===== src/rtl/uart_tx_sequencer.sv =====
// uart_tx_sequencer: sends one UART frame per accepted byte.
// Frame: start bit (0), DATA_BITS data bits LSB-first, optional parity bit,
// then one or two stop bits (1). Every bit lasts div+1 clock cycles.
//
// Ports:
//   clock     system clock, rising edge
//   reset     asynchronous, active-high reset
//   div_i     bit period minus one, in clock cycles (latched on accept)
//   parity_i  00 none, 01 even, 10 odd, 11 none (latched on accept)
//   nstop_i   0 one stop bit, 1 two stop bits (latched on accept)
//   data_i    byte to send (latched on accept)
//   valid_i   data_i is valid; accepted on an edge where ready_o is high
//   ready_o   sequencer is idle and can take a byte
//   txd_o     serial line, idle high
//   busy_o    frame in progress
//   done_o    one-cycle pulse in the first idle cycle after a frame
module uart_tx_sequencer #(
    parameter int unsigned DIV_WIDTH = 16,
    parameter int unsigned DATA_BITS = 8
) (
    input  logic                 clock,
    input  logic                 reset,
    input  logic [DIV_WIDTH-1:0] div_i,
    input  logic [1:0]           parity_i,
    input  logic                 nstop_i,
    input  logic [7:0]           data_i,
    input  logic                 valid_i,
    output logic                 ready_o,
    output logic                 txd_o,
    output logic                 busy_o,
    output logic                 done_o
);

    localparam logic [2:0] LastBit = 3'(DATA_BITS - 1);

    typedef enum logic [2:0] {
        Idle,
        Start,
        Data,
        Parity,
        Stop1,
        Stop2
    } stateT;

    stateT                stateQ, stateD;
    logic [DIV_WIDTH-1:0] cntQ, cntD;
    logic [DIV_WIDTH-1:0] divQ, divD;
    logic [2:0]           bitIdxQ, bitIdxD;
    logic [7:0]           dataQ, dataD;
    logic                 parEnQ, parEnD;
    logic                 parOddQ, parOddD;
    logic                 nstopQ, nstopD;
    logic                 txdD, readyD, busyD, doneD;
    logic                 bitEnd;

    assign bitEnd = (cntQ == '0);

    always_comb begin
        stateD  = stateQ;
        cntD    = cntQ;
        divD    = divQ;
        bitIdxD = bitIdxQ;
        dataD   = dataQ;
        parEnD  = parEnQ;
        parOddD = parOddQ;
        nstopD  = nstopQ;
        doneD   = 1'b0;

        // Count down inside a bit; each state transition below reloads divQ.
        if (stateQ != Idle && !bitEnd) begin
            cntD = cntQ - 1'b1;
        end

        unique case (stateQ)
            Idle: begin
                // ready_o is high exactly when the registered state is Idle.
                if (valid_i) begin
                    stateD  = Start;
                    cntD    = div_i;
                    divD    = div_i;
                    dataD   = data_i;
                    parEnD  = parity_i[0] ^ parity_i[1];
                    parOddD = (parity_i == 2'b10);
                    nstopD  = nstop_i;
                end
            end
            Start: begin
                if (bitEnd) begin
                    stateD  = Data;
                    cntD    = divQ;
                    bitIdxD = '0;
                end
            end
            Data: begin
                if (bitEnd) begin
                    cntD = divQ;
                    if (bitIdxQ == LastBit) begin
                        stateD = parEnQ ? Parity : Stop1;
                    end else begin
                        bitIdxD = bitIdxQ + 3'd1;
                    end
                end
            end
            Parity: begin
                if (bitEnd) begin
                    stateD = Stop1;
                    cntD   = divQ;
                end
            end
            Stop1: begin
                if (bitEnd) begin
                    cntD = divQ;
                    if (nstopQ) begin
                        stateD = Stop2;
                    end else begin
                        stateD = Idle;
                        doneD  = 1'b1;
                    end
                end
            end
            Stop2: begin
                if (bitEnd) begin
                    stateD = Idle;
                    doneD  = 1'b1;
                end
            end
            default: begin
                stateD = Idle;
            end
        endcase

        // Outputs are registered: decode them from the next state.
        unique case (stateD)
            Start:   txdD = 1'b0;
            Data:    txdD = dataQ[bitIdxD];
            Parity:  txdD = (^dataQ) ^ parOddQ;
            default: txdD = 1'b1;
        endcase
        readyD = (stateD == Idle);
        busyD  = (stateD != Idle);
    end

    always_ff @(posedge clock or posedge reset) begin
        if (reset) begin
            stateQ  <= Idle;
            cntQ    <= '0;
            divQ    <= '0;
            bitIdxQ <= '0;
            dataQ   <= '0;
            parEnQ  <= 1'b0;
            parOddQ <= 1'b0;
            nstopQ  <= 1'b0;
            txd_o   <= 1'b1;
            ready_o <= 1'b1;
            busy_o  <= 1'b0;
            done_o  <= 1'b0;
        end else begin
            stateQ  <= stateD;
            cntQ    <= cntD;
            divQ    <= divD;
            bitIdxQ <= bitIdxD;
            dataQ   <= dataD;
            parEnQ  <= parEnD;
            parOddQ <= parOddD;
            nstopQ  <= nstopD;
            txd_o   <= txdD;
            ready_o <= readyD;
            busy_o  <= busyD;
            done_o  <= doneD;
        end
    end

endmodule


===== config.mk =====
export PLATFORM = sky130hd
export DESIGN_NAME = uart_tx_sequencer
export DESIGN_NICKNAME = d
export VERILOG_FILES = /design/src/rtl/uart_tx_sequencer.sv
export SDC_FILE = /design/constraint.sdc
export NUM_CORES = 1
export LEC_CHECK = 0
export CAP_MARGIN = 20
export CORE_ASPECT_RATIO = 2
export CORE_MARGIN = 5
export CORE_UTILIZATION = 46
export CTS_BUF_LIST = sky130_fd_sc_hd__clkbuf_8
export DETAILED_ROUTE_END_ITERATION = 10
export MAX_ROUTING_LAYER = met4
export PLACE_DENSITY = 0.77
export SLEW_MARGIN = 20
export SYNTH_ARGS = -nofsm -noshare
export SYNTH_HDL_FRONTEND = slang
export SYNTH_SLANG_ARGS = --single-unit

===== constraint.sdc =====
create_clock -name clock -period 3.3 [get_ports clock]
set_clock_uncertainty 0.2 [all_clocks]
set_input_delay 0.66 -clock clock [delete_from_list [all_inputs] [get_ports clock]]
set_output_delay 0.66 -clock clock [all_outputs]
set_load 0.03 [all_outputs]

[Yosys cells after proc, flatten, opt, wreduce, memory -nomap -nowiden]
Cells that the tools add are included.
Storage, ports and cells
  bits in registers: 53
  bits in latches: 0
  memory bits (writable): 0
  ROM bits: 0
  bits of input ports: 30
  memories kept: 0
Cells by class
  add/sub/neg operators: 2
  $mul: 0
  divide/modulo/power cells: 0
  order comparisons: 1
  equality and inequality tests: 10
  shift-type cells: 0
  mux-type cells: 25
  bitwise gates (word level): 2
  reductions and logical operators: 10
Operators with widths (number)
  2-to-1 mux 16 bit: 3
  2-to-1 mux 3 bit: 12
  one-hot mux 16 bit (2 select lines): 1
  one-hot mux 3 bit (6 select lines): 1
  zero test 16 bit: 1
  subtractor 16 x 1 -> 16 bit (second input constant): 1
  == test 3 x 2 -> 1 bit (second input constant): 4
  == test 3 bit (second input constant): 3
  XOR reduction 8 bit: 1
  == test 3 x 1 -> 1 bit (second input constant): 2
  zero test 3 bit: 2
  one-hot mux 3 bit (2 select lines): 1
  nonzero test 3 bit: 2
  less-than comparator 3 x 4 -> 1 bit (second input constant): 1
  2-to-1 mux 1 bit: 4
  OR reduction 4 bit: 1
  adder 3 x 1 -> 3 bit (second input constant): 1
  binary-select mux 1 bit (select 3 bit): 1
  one-hot mux 1 bit (3 select lines): 1
  == test 2 bit (second input constant): 1
  one-hot mux 1 bit (2 select lines): 1
  AND reduction 2 bit: 1
  bitwise XOR 1 bit: 2
  logical AND 1 bit: 1
  zero test 1 bit: 1

[Logic depth before layout (Yosys ltp)]
  depth after elaboration: 7
  gate-level depth with buffers: 12
  gate-level depth less buffers: 9

[Worst setup path before layout]
OpenSTA, ideal clock, no wires.
  kind: reg2reg
  from: register cntQ[0]
  to: register txd_o
  library setup time: 0.077 ns
  arrival: 2.250 ns
  data required time: 3.023 ns
  path slack: 0.773 ns
  cell stages (with the launch flop): 11
  path buffers: 1
  path through: dfrtp_1 -> inv_1 -> ha_1 -> nor3b_2 -> nand4_2 -> buf_6 -> o31ai_2 -> a21bo_2 -> mux2i_1 -> a211o_1 -> a31oi_1
On the way
  cells in the longest elaborated chain, start to end: 6
  elaborated cells on any way between the ends: 16
RTL lines
  from (decl): RTL line 46  | logic [DIV_WIDTH-1:0] cntQ, cntD;
  from (signal assigned): RTL line 159  | cntQ <= cntD;
  zero test 16 bit *: RTL line 56  | assign bitEnd = (cntQ == '0);
  2-to-1 mux 3 bit (on tied branches): RTL line 95, 88
  one-hot mux 3 bit (2 select lines) *: RTL line 74  | unique case (stateQ)
  net bitIdxD[0]: RTL line 48  | logic [2:0] bitIdxQ, bitIdxD;
  binary-select mux 1 bit (select 3 bit) *: RTL line 135  | Data: txdD = dataQ[bitIdxD];
  2-to-1 mux 1 bit (not written as such) *: RTL line 135
  one-hot mux 1 bit (3 select lines) *: RTL line 133  | unique case (stateD)
  net txdD: RTL line 53  | logic txdD, readyD, busyD, doneD;
  to (signal assigned): RTL line 166  | txd_o <= txdD;
  to (decl): RTL line 29  | output logic txd_o,
The timed path passes the listed nets; every way through them passes the cells marked *. The select of a mux whose other input is x is not followed.
A chain may end at the register's enable or synchronous reset.

[Final worst setup path]
Same ends and word-level chain as after synthesis.

==> run_results.csv <==
group,metric,value,unit
global_route,grt_max_degree,25,
synthesis,postSynthAreaPerCell,8.86,sq um
worst_setup_path,endpoint_kind,"flop",
synthesis,synth_cell_types,55,
synthesis,synth_top_family_by_area,"simple AND/OR/NAND/NOR gates",
synthesis,ys_async_sr_fraction,100,%
synthesis,syn-num-nets,354,
synthesis,synth_xor_xnor_area_share,4.93,%
clock_tree,post_cts_buffers,0,
status,status,"complete, no violations",
route,drtPass1Iterations,4,
flow_run,maxCapViolCount,0,
floorplanning,die_h,121,microns
place,placed_cells,413,
global_route,grt_pass1_wl,11000,microns
synthesis,synthSimpleGateAreaFrac,26.2,%
pwr,fin_total_pwr,1120,uW
floorplanning,dieArea,7950,sq um
synthesis,synth_edf_count,0,
route,drtAntennaViolNets,0,
synthesis,yosys-top-cells-area,"dfrtp_1 45%, nand2_1 13%, xnor2_1 4.0%, a21oi_1 2.1%, nor2_1 2.0%",
worst_setup_path,cp-start-kind,"flop",
clock_tree,cts-resized-gates,0,
route,vias,2345,
worst_setup_path,cp_data_arrival_time,3.02,ns
synthesis,muxShareOfSynthArea,0.352,%
synthesis,ys_top_cells_by_count,"99 x nand2_1, 51 x dfrtp_1, 15 x nor2_1",
sta,tightestPinTransition,0.637,ns
clock_tree,insertion_delay,0.32,ns
clock_tree,cts_buffer_depth,2,
place,port_buffers,33,
place,hpwl,5140,microns
route,drt_iter0_markers,102,
clock_tree,cts_tree,"yes",
clock_tree,htree_num_levels,2,
worst_setup_path,r2r_end,"txd_o$_DFF_PP1_",
sta,layout_min_cycle_time,2.97,ns
min_path,hold-path-endpoint,"divQ[8]$_DFFE_PP0P_",
sta,fin_crit_sh,90.1,%
worst_setup_path,crit_fanout,17,
route,wl_per_cell,15.7,microns
synthesis,ys_ff_latch,53,
global_route,grt_overflow,0,
synthesis,seq_area_frac_synth,46.7,%
clock_tree,root_buffer,"clkbuf_8",
sta,setup_violations,0,
finish,final_util,56.0,%
pwr,vdd_drop_max,0.255,mV
worst_setup_path,reg2reg_from,"cntQ[0]$_DFF_PP0_",
sta,fmax,0.336,GHz
route,drc,0,
synthesis,ys_warn_count,0,
worst_setup_path,regToRegSetupSlack,0.33,ns
finish,finalNonFillerCells,421,
synthesis,synthDominantCellAreaShare,44.9,%
worst_setup_path,worstSetupPathType,"flop to flop",
pwr,p_per_area,334,nW/um^2
floorplanning,rows,40,
floorplanning,ios,34,
synthesis,dominantRegCellSynth,"dfrtp_1",
synthesis,post-synth-top-count-cell,"nand2_1",
sta,rsz0062_at_grt,"false",
min_path,hold_start,"divQ[8]$_DFFE_PP0P_",
finish,num_antenna_cells,0,
sta,relSlewSlack,56.9,%
min_path,min_path_type,"flop to flop",
route,drt_wl_total,6630,microns
worst_setup_path,rr_worst_depth,9,
clock_tree,cts.sinks,53,
synthesis,syn-instance-count,321,
clock_tree,numCtsBuffers,5,
place,place.gp.congestion,1.01,
clock_tree,path_clk_slew,0.10,ns
pwr,power_leakage,0.00151,uW
floorplanning,core,6010,sq um
sta,hold_viol,0,
sta,drv_slew,0,
finish,layout-drive-gt1-share,8.94,%
sta,holdWs,0.276,ns
route,viasPerCell,5.57,
finish,area_delta_synth_final,18.3,%
global_route,antenna_found_initial,0,
global_route,grt_pass1_vias,2352,
finish,nNetsFinal,390,
worst_setup_path,cp.required,3.34,ns
synthesis,yosys.area_share.adder,1.32,%
synthesis,synth.largest_area_cell,"dfrtp_1",
min_path,hold_path_depth,2,
floorplanning,dieWidth,65.6,microns
clock_tree,ctsHoldBuffers,0,
synthesis,synth_compound_area_share,16.7,%
global_route,grt_usage,18.7,%
floorplanning,initial_core_util,47.4,%
synthesis,netlist_area,2840,sq um
sta,setup_tns,0,ns
==> state kept, by name (all words and copies together) (netlist names) <==
| register | cells |
|---|---|
| busy_o | 1 |
| done_o | 1 |
| cntQ | 16 |
| parOddQ | 1 |
| stateQ | 3 |
| divQ | 16 |
| bitIdxQ | 3 |
| dataQ | 8 |
| txd_o | 1 |
| parEnQ | 1 |
| nstopQ | 1 |
| ready_o | 1 |
==> cell type report <==
cell class,instances,area [sq um]
flip-flops and latches,53,1330
inverters,12,45.0
clock buffers,7,96.3
clock inverters,1,5.00
well taps,63,78.8
repair buffers,43,405
fillers,561,2640
multi-input cells,242,1410
==> placed cells by master (no fill, tap or decap), types with 4 or more instances in the layout <==
cell type / instances
nand2_1: 99
nand3_1: 4
clkdlybuf4s50_1: 33
a21o_1: 4
a21boi_0: 4
buf_4: 10
a31oi_1: 4
o21ai_0: 5
a21oi_1: 12
nor2_1: 15
o211ai_1: 4
xnor2_1: 13
inv_1: 10
o22ai_1: 7
dfrtp_1: 51
nor3_1: 5
a22oi_1: 6
clkbuf_8: 7
or3_1: 6
==> metrics by stage <==
step	setup slack, ns	area (sq um)
after floorplan	0.773	2840
after global placement	0.461	3260
after detailed placement	0.331	3260
after CTS	0.324	3370
after global routing	0.0799	3370
final	0.327	3370
==> per-layer routing <==
| layer | part of all wire [%] | track usage (%) | vias up |
|---|---|---|---|
| met5 | 0 | - | - |
| met4 | 2.5 | 8.44 | 0 |
| met3 | 2.6 | 3.24 | 15 |
| met2 | 57 | 34.2 | 30 |
| met1 | 38 | 18.8 | 1127 |
| li1 | - | - | 1173 |
==> kinds of logic (layout without fill, tap and decap cells) <==
| kind of cell | count (synthesis) | count (layout) |
|---|---|---|
| AOI/OAI and AO/OA | 67 | 67 |
| DFF | 53 | 53 |
| muxes | 1 | 1 |
| xor gates and xnor gates | 16 | 16 |
| adders and majority gates | 3 | 3 |
| buffers and inverters | 26 | 63 |
| and+or+nand+nor | 155 | 155 |
==> worst max-delay path by stage <==
stage | from | endpoint | slack, ns | cells past startpoint
floorplan | cntQ[0]$_DFF_PP0_ | txd_o$_DFF_PP1_ | 0.77 | 10
global placement | cntQ[0]$_DFF_PP0_ | txd_o$_DFF_PP1_ | 0.46 | 9
detailed placement | cntQ[0]$_DFF_PP0_ | txd_o$_DFF_PP1_ | 0.33 | 9
CTS | cntQ[0]$_DFF_PP0_ | txd_o$_DFF_PP1_ | 0.32 | 9
global route | cntQ[0]$_DFF_PP0_ | txd_o$_DFF_PP1_ | 0.08 | 9
finish | cntQ[0]$_DFF_PP0_ | txd_o$_DFF_PP1_ | 0.33 | 9
==> report_power, final <==
part	leakage (uW)	switching, uW	internal, uW
Clock	0.0000542	220	190
Sequential	0.000676	4.11	652
Combinational	0.000775	21.7	36.2
==> worst max-delay path: stages (launching register included) <==
cell and delay (ns):
dfrtp_1 0.43, inv_1 0.07, ha_1 0.17, nor3b_2 0.33, nand4_2 0.40, o31ai_2 0.43
a21bo_2 0.28, mux2i_1 0.13, a211o_1 0.30, a31oi_1 0.16
Power figures use the tool's default switching activity.
